File: src/rtl/credit_arbiter_if.sv
// Bundles the requester side and the output-queue side of credit_arbiter.
// The slave modport is the arbiter's view; the master modport is the
// view of whatever drives requests and sinks the output queue traffic.
interface credit_arbiter_if #(
  parameter int NUM_REQ      = 4,
  parameter int PACKET_WIDTH = 128,
  parameter int CREDITS      = 8
);
  localparam int ID_W  = (NUM_REQ > 1) ? $clog2(NUM_REQ) : 1;
  localparam int CNT_W = $clog2(CREDITS + 1);

  logic [NUM_REQ-1:0]              req_valid;
  logic [NUM_REQ*PACKET_WIDTH-1:0] req_data;
  logic [NUM_REQ-1:0]              req_ready;
  logic                            enq_valid;
  logic [PACKET_WIDTH-1:0]         enq_data;
  logic                            enq_ready;
  logic                            credit_return;
  logic [CNT_W-1:0]                credit_count;
  logic [ID_W-1:0]                 grant_id;
  logic                            credit_overflow;

  modport slave (
    input  req_valid, req_data, enq_ready, credit_return,
    output req_ready, enq_valid, enq_data, credit_count, grant_id, credit_overflow
  );

  modport master (
    output req_valid, req_data, enq_ready, credit_return,
    input  req_ready, enq_valid, enq_data, credit_count, grant_id, credit_overflow
  );
endinterface

File: src/rtl/credit_arbiter.sv
// Round-robin arbiter feeding one output queue through a single registered
// stage. A credit counter mirrors the free slots downstream so no grant is
// ever issued that the queue could not absorb.
module credit_arbiter #(
  parameter int NUM_REQ      = 4,
  parameter int PACKET_WIDTH = 128,
  parameter int CREDITS      = 8
) (
  input  logic             clk,
  input  logic             rst,
  credit_arbiter_if.slave  bus
);
  localparam int ID_W  = (NUM_REQ > 1) ? $clog2(NUM_REQ) : 1;
  localparam int CNT_W = $clog2(CREDITS + 1);
  localparam logic [CNT_W-1:0] CREDITS_MAX = CNT_W'(CREDITS);
  localparam logic [ID_W-1:0]  LAST_ID     = ID_W'(NUM_REQ - 1);
  localparam logic [ID_W:0]    NUM_REQ_W   = (ID_W + 1)'(NUM_REQ);

  // Registered state
  logic                    enq_valid_q, enq_valid_d;
  logic [PACKET_WIDTH-1:0] enq_data_q,  enq_data_d;
  logic [ID_W-1:0]         grant_id_q,  grant_id_d;
  logic [ID_W-1:0]         rr_ptr_q,    rr_ptr_d;
  logic [CNT_W-1:0]        credit_q,    credit_d;
  logic                    overflow_q,  overflow_d;

  // Arbitration signals
  logic               found;
  logic [ID_W-1:0]    win;
  logic               can_load;
  logic               can_grant;
  logic               grant_fire;
  logic [NUM_REQ-1:0] grant_vec;

  // Round-robin search: first valid requester at or after rr_ptr, wrapping.
  always_comb begin : rr_search
    logic [ID_W:0] sum;
    // NOTE: every variable written here gets a default before any
    // conditional assignment, otherwise synthesis infers a latch.
    found = 1'b0;
    win   = '0;
    sum   = '0;
    for (int k = 0; k < NUM_REQ; k++) begin
      sum = {1'b0, rr_ptr_q} + (ID_W + 1)'(k);
      if (sum >= NUM_REQ_W) sum = sum - NUM_REQ_W;
      if (!found && bus.req_valid[sum[ID_W-1:0]]) begin
        found = 1'b1;
        win   = sum[ID_W-1:0];
      end
    end
  end

  // Grant only when the output slot is free, credits remain and not in reset.
  always_comb begin
    can_load   = ~enq_valid_q | bus.enq_ready;
    can_grant  = can_load & (credit_q != '0) & ~rst;
    grant_fire = can_grant & found;
    grant_vec  = '0;
    if (grant_fire) grant_vec[win] = 1'b1;
  end

  // Next state for the output stage, round-robin pointer and credits.
  always_comb begin
    enq_valid_d = enq_valid_q;
    enq_data_d  = enq_data_q;
    grant_id_d  = grant_id_q;
    rr_ptr_d    = rr_ptr_q;
    credit_d    = credit_q;
    overflow_d  = overflow_q;

    if (grant_fire) begin
      enq_valid_d = 1'b1;
      enq_data_d  = bus.req_data[win*PACKET_WIDTH +: PACKET_WIDTH];
      grant_id_d  = win;
      rr_ptr_d    = (win == LAST_ID) ? '0 : win + 1'b1;
    end else if (enq_valid_q && bus.enq_ready) begin
      enq_valid_d = 1'b0;
    end

    // A grant and a return in the same cycle cancel out.
    unique case ({grant_fire, bus.credit_return})
      2'b10: credit_d = credit_q - 1'b1;
      2'b01: begin
        if (credit_q == CREDITS_MAX) overflow_d = 1'b1;
        else                         credit_d   = credit_q + 1'b1;
      end
      default: ;
    endcase
  end

  // State registers with asynchronous reset; a reset drops any held packet.
  always_ff @(posedge clk or posedge rst) begin
    if (rst) begin
      enq_valid_q <= 1'b0;
      enq_data_q  <= '0;
      grant_id_q  <= '0;
      rr_ptr_q    <= '0;
      credit_q    <= CREDITS_MAX;
      overflow_q  <= 1'b0;
    end else begin
      // NOTE: non-blocking assignments so every register samples the
      // pre-edge value of every other, independent of statement order.
      enq_valid_q <= enq_valid_d;
      enq_data_q  <= enq_data_d;
      grant_id_q  <= grant_id_d;
      rr_ptr_q    <= rr_ptr_d;
      credit_q    <= credit_d;
      overflow_q  <= overflow_d;
    end
  end

  assign bus.req_ready       = grant_vec;
  assign bus.enq_valid       = enq_valid_q;
  assign bus.enq_data        = enq_data_q;
  assign bus.grant_id        = grant_id_q;
  assign bus.credit_count    = credit_q;
  assign bus.credit_overflow = overflow_q;
endmodule

File: src/flat_wrapper.sv
// flat-port wrapper written by rule: the top's interface ports become plain ports
module credit_arbiter_flat 
#(
  parameter int NUM_REQ      = 4,
  parameter int PACKET_WIDTH = 128,
  parameter int CREDITS      = 8
)
  (clk, rst, bus_req_valid, bus_req_data, bus_enq_ready, bus_credit_return, bus_req_ready, bus_enq_valid, bus_enq_data, bus_credit_count, bus_grant_id, bus_credit_overflow);
  credit_arbiter_if #(.NUM_REQ(NUM_REQ), .PACKET_WIDTH(PACKET_WIDTH), .CREDITS(CREDITS)) bus_i ();
  input  logic clk;
  input  logic rst;
  input wire logic [$bits(bus_i.req_valid)-1:0] bus_req_valid;
  input wire logic [$bits(bus_i.req_data)-1:0] bus_req_data;
  input wire logic [$bits(bus_i.enq_ready)-1:0] bus_enq_ready;
  input wire logic [$bits(bus_i.credit_return)-1:0] bus_credit_return;
  output wire logic [$bits(bus_i.req_ready)-1:0] bus_req_ready;
  output wire logic [$bits(bus_i.enq_valid)-1:0] bus_enq_valid;
  output wire logic [$bits(bus_i.enq_data)-1:0] bus_enq_data;
  output wire logic [$bits(bus_i.credit_count)-1:0] bus_credit_count;
  output wire logic [$bits(bus_i.grant_id)-1:0] bus_grant_id;
  output wire logic [$bits(bus_i.credit_overflow)-1:0] bus_credit_overflow;
  assign bus_i.req_valid = bus_req_valid;
  assign bus_i.req_data = bus_req_data;
  assign bus_i.enq_ready = bus_enq_ready;
  assign bus_i.credit_return = bus_credit_return;
  assign bus_req_ready = bus_i.req_ready;
  assign bus_enq_valid = bus_i.enq_valid;
  assign bus_enq_data = bus_i.enq_data;
  assign bus_credit_count = bus_i.credit_count;
  assign bus_grant_id = bus_i.grant_id;
  assign bus_credit_overflow = bus_i.credit_overflow;
  credit_arbiter #(.NUM_REQ(NUM_REQ), .PACKET_WIDTH(PACKET_WIDTH), .CREDITS(CREDITS)) u_core (.clk(clk), .rst(rst), .bus(bus_i));
endmodule
File: config.mk
export PLATFORM = sky130hd
export DESIGN_NAME = credit_arbiter_flat
export DESIGN_NICKNAME = d
export VERILOG_FILES = /design/src/rtl/credit_arbiter_if.sv /design/src/rtl/credit_arbiter.sv /design/src/flat_wrapper.sv
export SDC_FILE = /design/constraint.sdc
export NUM_CORES = 1
export LEC_CHECK = 0
export CORE_AREA = 2 2 256 258
export CTS_CLUSTER_SIZE = 30
export DETAILED_ROUTE_END_ITERATION = 7
export DIE_AREA = 0 0 258 260
export HOLD_SLACK_MARGIN = 0.15
export PLACE_DENSITY_LB_ADDON = 0.15
export REMOVE_ABC_BUFFERS = 1
export SLEW_MARGIN = 10
export SYNTH_ARGS = -nofsm -noshare
export SYNTH_HDL_FRONTEND = slang
export SYNTH_SLANG_ARGS = --single-unit
File: constraint.sdc
create_clock -name clk -period 11.9 [get_ports clk]
set_clock_uncertainty 0.1 [all_clocks]
set_input_delay 2.975 -clock clk [delete_from_list [all_inputs] [get_ports clk]]
set_output_delay 2.975 -clock clk [all_outputs]
set_load 0.01 [all_outputs]
==> summary by stage <==
Power
The internal power of the cells totals roughly 1.9 mW. The total power density per cell area is 185 nW/um2. Summed over all cells, the static leakage comes to roughly 6.6 nW. The analysis attributes to net switching a power of 1.15 mW. The maximum ir drop on the vdd rail is 98.5 uV. Of the total power, the share spent switching nets is 37.9%. Of the total power, the clock network draws 17.5%. In this run, the combinational gates consume 55.0% of the power.

Per report_power, the sequential group accounts for 27.5% of the total.

Clock network
The total CTS buffers is 17. The total number of H-tree levels is 4. For the worst-skew pair, the clock arrives at the later sink with an insertion delay of 0.47 ns. The largest buffer count on any clock path is 2. In this run, post-CTS hold repair placed 0 buffers. TritonCTS built the clock tree. The root buffer cell chosen for the clock tree is sky130_fd_sc_hd__clkbuf_16. The number of setup buffers added after CTS is 0. For this design, the sink count on the clock tree is between 100 and 150. After clock tree synthesis, the repair step resized 0 gates.

Clock-pin slew was measured on the worst setup and hold paths at roughly 0.060 ns.

Yosys
Dividing the synthesized area by the synthesized cell count gives 11.0 um2. The Yosys step of the flow raised 0 warnings. After synthesis, the share of flip-flops with an asynchronous set or reset is 100%.

After synthesis, the cell types taking the most area are sky130_fd_sc_hd__dfrtp_1 40%, sky130_fd_sc_hd__mux2i_1 30%, sky130_fd_sc_hd__o221ai_1 12%. After synthesis, the netlist uses 36 different library cells. After synthesis, the largest area contributor takes up 39.7% of total cell area. The count of state elements after synthesis is approximately 140. After synthesis the cells add up to 8640 um2. The sequential share of the synthesized area is 40.0%. The commonest cells after synthesis are 257 x sky130_fd_sc_hd__mux2i_1, 140 x sky130_fd_sc_hd__nand2_1, 137 x sky130_fd_sc_hd__dfrtp_1, 117 x sky130_fd_sc_hd__o221ai_1, 35 x sky130_fd_sc_hd__buf_2. The post-synthesis cell count is 783. Among all flip-flop cells after synthesis, the most frequent one is sky130_fd_sc_hd__dfrtp_1. The cell type with the largest total area after synthesis is sky130_fd_sc_hd__dfrtp_1. The synthesized design contains 0 enable-type register cells. By instance count, the leading cell after synthesis is sky130_fd_sc_hd__mux2i_1.

Critical path
The kind of end point of the critical path is an output pin. The largest driver fanout on the critical path is 50. The critical path launch point type is an input port. STA puts the critical path data arrival time at between 5 and 6 ns. The critical setup path kind is in2out. At the worst endpoint, the required time is 8.83 ns.

STA
Setup repair after global routing left no endpoint under its margin. The worst pin sits at a relative slew slack of 30.1%. The final sum of negative setup slack is 0 ns. The final count of pins violating max slew is 0. Timing would allow up to 115 MHz. The share of the clock period used by the worst path is 72.9%. The total count of hold-check failures in the final report is 0. At the pin with the least slew margin, the transition time is around 1.0 ns. Setup violations remaining at the end of the flow were counted as 0. For the finished layout, the period the worst path requires is ~8.7 ns.

The tightest hold path in the finished design has a slack of 0.381 ns.

Status
The flow ran to the end, and the final reports show no timing, DRC or antenna violations.

Placed design
The final weighted congestion in routability-driven placement is 0.795. The sum of net half-perimeters after detailed placement is 33300 um. Input and output buffers added on the ports amount to 659. The total instance count after detailed placement is 2234.

Routing
The number of nets with antenna violations after routing is 0. The number of vias after detailed routing is ~8.8k. The number of violations reported at the end of detailed-routing iteration 0 is 335. The total length of routed wires is 44200 um. The average vias per placed instance is 3.89. The DRC violation count after routing is 0. Dividing the detail-routed wire length by the instance count gives 19.5 um. Before antenna repair, the detailed router went through 4 iterations.

Cells and area
The area growth from synthesis to layout is 90.2%. The finished layout holds 2267 standard cells, fillers aside. The number of nets in the finished design is 1925. Of the cells placed in the final design, the portion with a size suffix greater than 1 is 4.04%.

Global route
Entering global routing, the biggest net connects 83 pins. The first global-routing pass estimated 63800 um of wire. The initial antenna violation count is 2. For this run the aggregate overflow at the end of global routing stands at 0.

The number of global-route vias before repair is 9494. The global-route usage over all layers is 12.9%.

Floorplanning
For this configuration, the core starts out at a cell density of 13.5%. The chip height is between 200 and 300 um. The I/O pin count is 660.

From left edge to right edge, the die measures 258 um. The floorplan step defined a core boundary enclosing ~64000 um2. The die covers 67100 um2. After floorplanning, the core was divided into 93 placement rows.

Job
The count of maximum capacitance violations is 0.

Min path
The class of the tightest hold or removal check is reg2reg.
flip-flops by register name, summed over array words and instances (netlist names):
register                    flops
u_core.bus.credit_overflow      1
u_core.bus.enq_valid            1
u_core.bus.grant_id             2
u_core.rr_ptr_q                 2
u_core.bus.enq_data           128
u_core.bus.credit_count         4
worst max-delay path: stages:
cell                              delay, ns
sky130_fd_sc_hd__clkdlybuf4s50_1       0.49
sky130_fd_sc_hd__a21oi_1               0.18
sky130_fd_sc_hd__o21ai_1               0.08
sky130_fd_sc_hd__o2bb2a_4              0.81
sky130_fd_sc_hd__inv_1                 0.20
sky130_fd_sc_hd__ha_1                  0.24
sky130_fd_sc_hd__and2_1                0.13
sky130_fd_sc_hd__clkdlybuf4s50_1       0.47
routing by layer:
layer,track usage (%),wire [um],vias to the layer above
met5,0,7,-
met4,4.22,833,2
met3,4.57,3480,41
li1,-,-,4216
met2,23.9,23700,363
met1,13.5,16200,4207
power groups by stage:
stage | registers [mW] | logic (mW) | clock network (mW)
after floorplan | 0.929 | 0.775 | 0
after global placement | 0.839 | 1.72 | 0
after detailed placement | 0.840 | 1.72 | 0
after CTS | 0.839 | 1.72 | 0.560
after global routing | 0.866 | 1.81 | 0.578
final | 0.835 | 1.67 | 0.531
cells by family (layout without fill, tap and decap cells):
logic type	Yosys count	in the layout	share of synthesized area [%]
DFF	138	138	40.0
buffers and inverters	77	705	6.07
and+or+nand+nor	156	156	7.50
muxes	259	259	30.0
xor gates and xnor gates	3	3	0.304
adders and majority gates	7	7	1.10
other	0	1	0
AOI/OAI and AO/OA	143	143	15.0
cell type report:
class | instances | area [um2]
diodes | 1 | 2.50
clock buffers | 24 | 472
clock inverters | 8 | 73.8
fillers | 6761 | 47700
inverters | 5 | 23.8
multi-input cells | 568 | 4680
flip-flops and latches | 138 | 3450
well taps | 855 | 1070
repair buffers | 668 | 6660
cells in the final DEF (no fill, tap or decap), types with 4 or more instances in the layout:
cell / count
sky130_fd_sc_hd__clkdlybuf4s50_1: 659
sky130_fd_sc_hd__mux2i_1: 257
sky130_fd_sc_hd__nand2_1: 138
sky130_fd_sc_hd__dfrtp_1: 137
sky130_fd_sc_hd__o221ai_1: 117
sky130_fd_sc_hd__clkbuf_16: 17
sky130_fd_sc_hd__o221ai_2: 11
sky130_fd_sc_hd__buf_4: 9
sky130_fd_sc_hd__ha_1: 6
sky130_fd_sc_hd__a21oi_1: 5
sky130_fd_sc_hd__clkbuf_1: 5
sky130_fd_sc_hd__and2_1: 4
sky130_fd_sc_hd__clkinv_2: 4
stage by stage:
stage	setup slack, ns	power [mW]	instance area (um2)	util (%)
6_report	3.22	3.04	16400	25.6
3_5_place_dp	3.18	2.56	15900	24.8
2_1_floorplan	2.02	1.70	8140	-
4_1_cts	3.17	3.12	16400	25.6
5_1_grt	3.00	3.26	16400	25.6
3_3_place_gp	3.21	2.55	15900	24.8
path summary, 6_finish.rpt:
check,startpoint,endpoint,slack (ns),depth (start not counted)
min in group asynchronous,rst,u_core.bus.enq_valid,3.04,2
max in group asynchronous,rst,u_core.bus.enq_data[116],7.21,3
max,bus_req_valid[0],bus_req_ready[0],3.22,8
min reg2reg,u_core.bus.grant_id[0],u_core.bus.grant_id[0],0.38,2
min,u_core.bus.grant_id[0],u_core.bus.grant_id[0],0.38,2
max reg2reg,u_core.rr_ptr_q[1],u_core.bus.enq_data[42],7.78,7
Note: power is estimated with default switching activity, not from simulation.
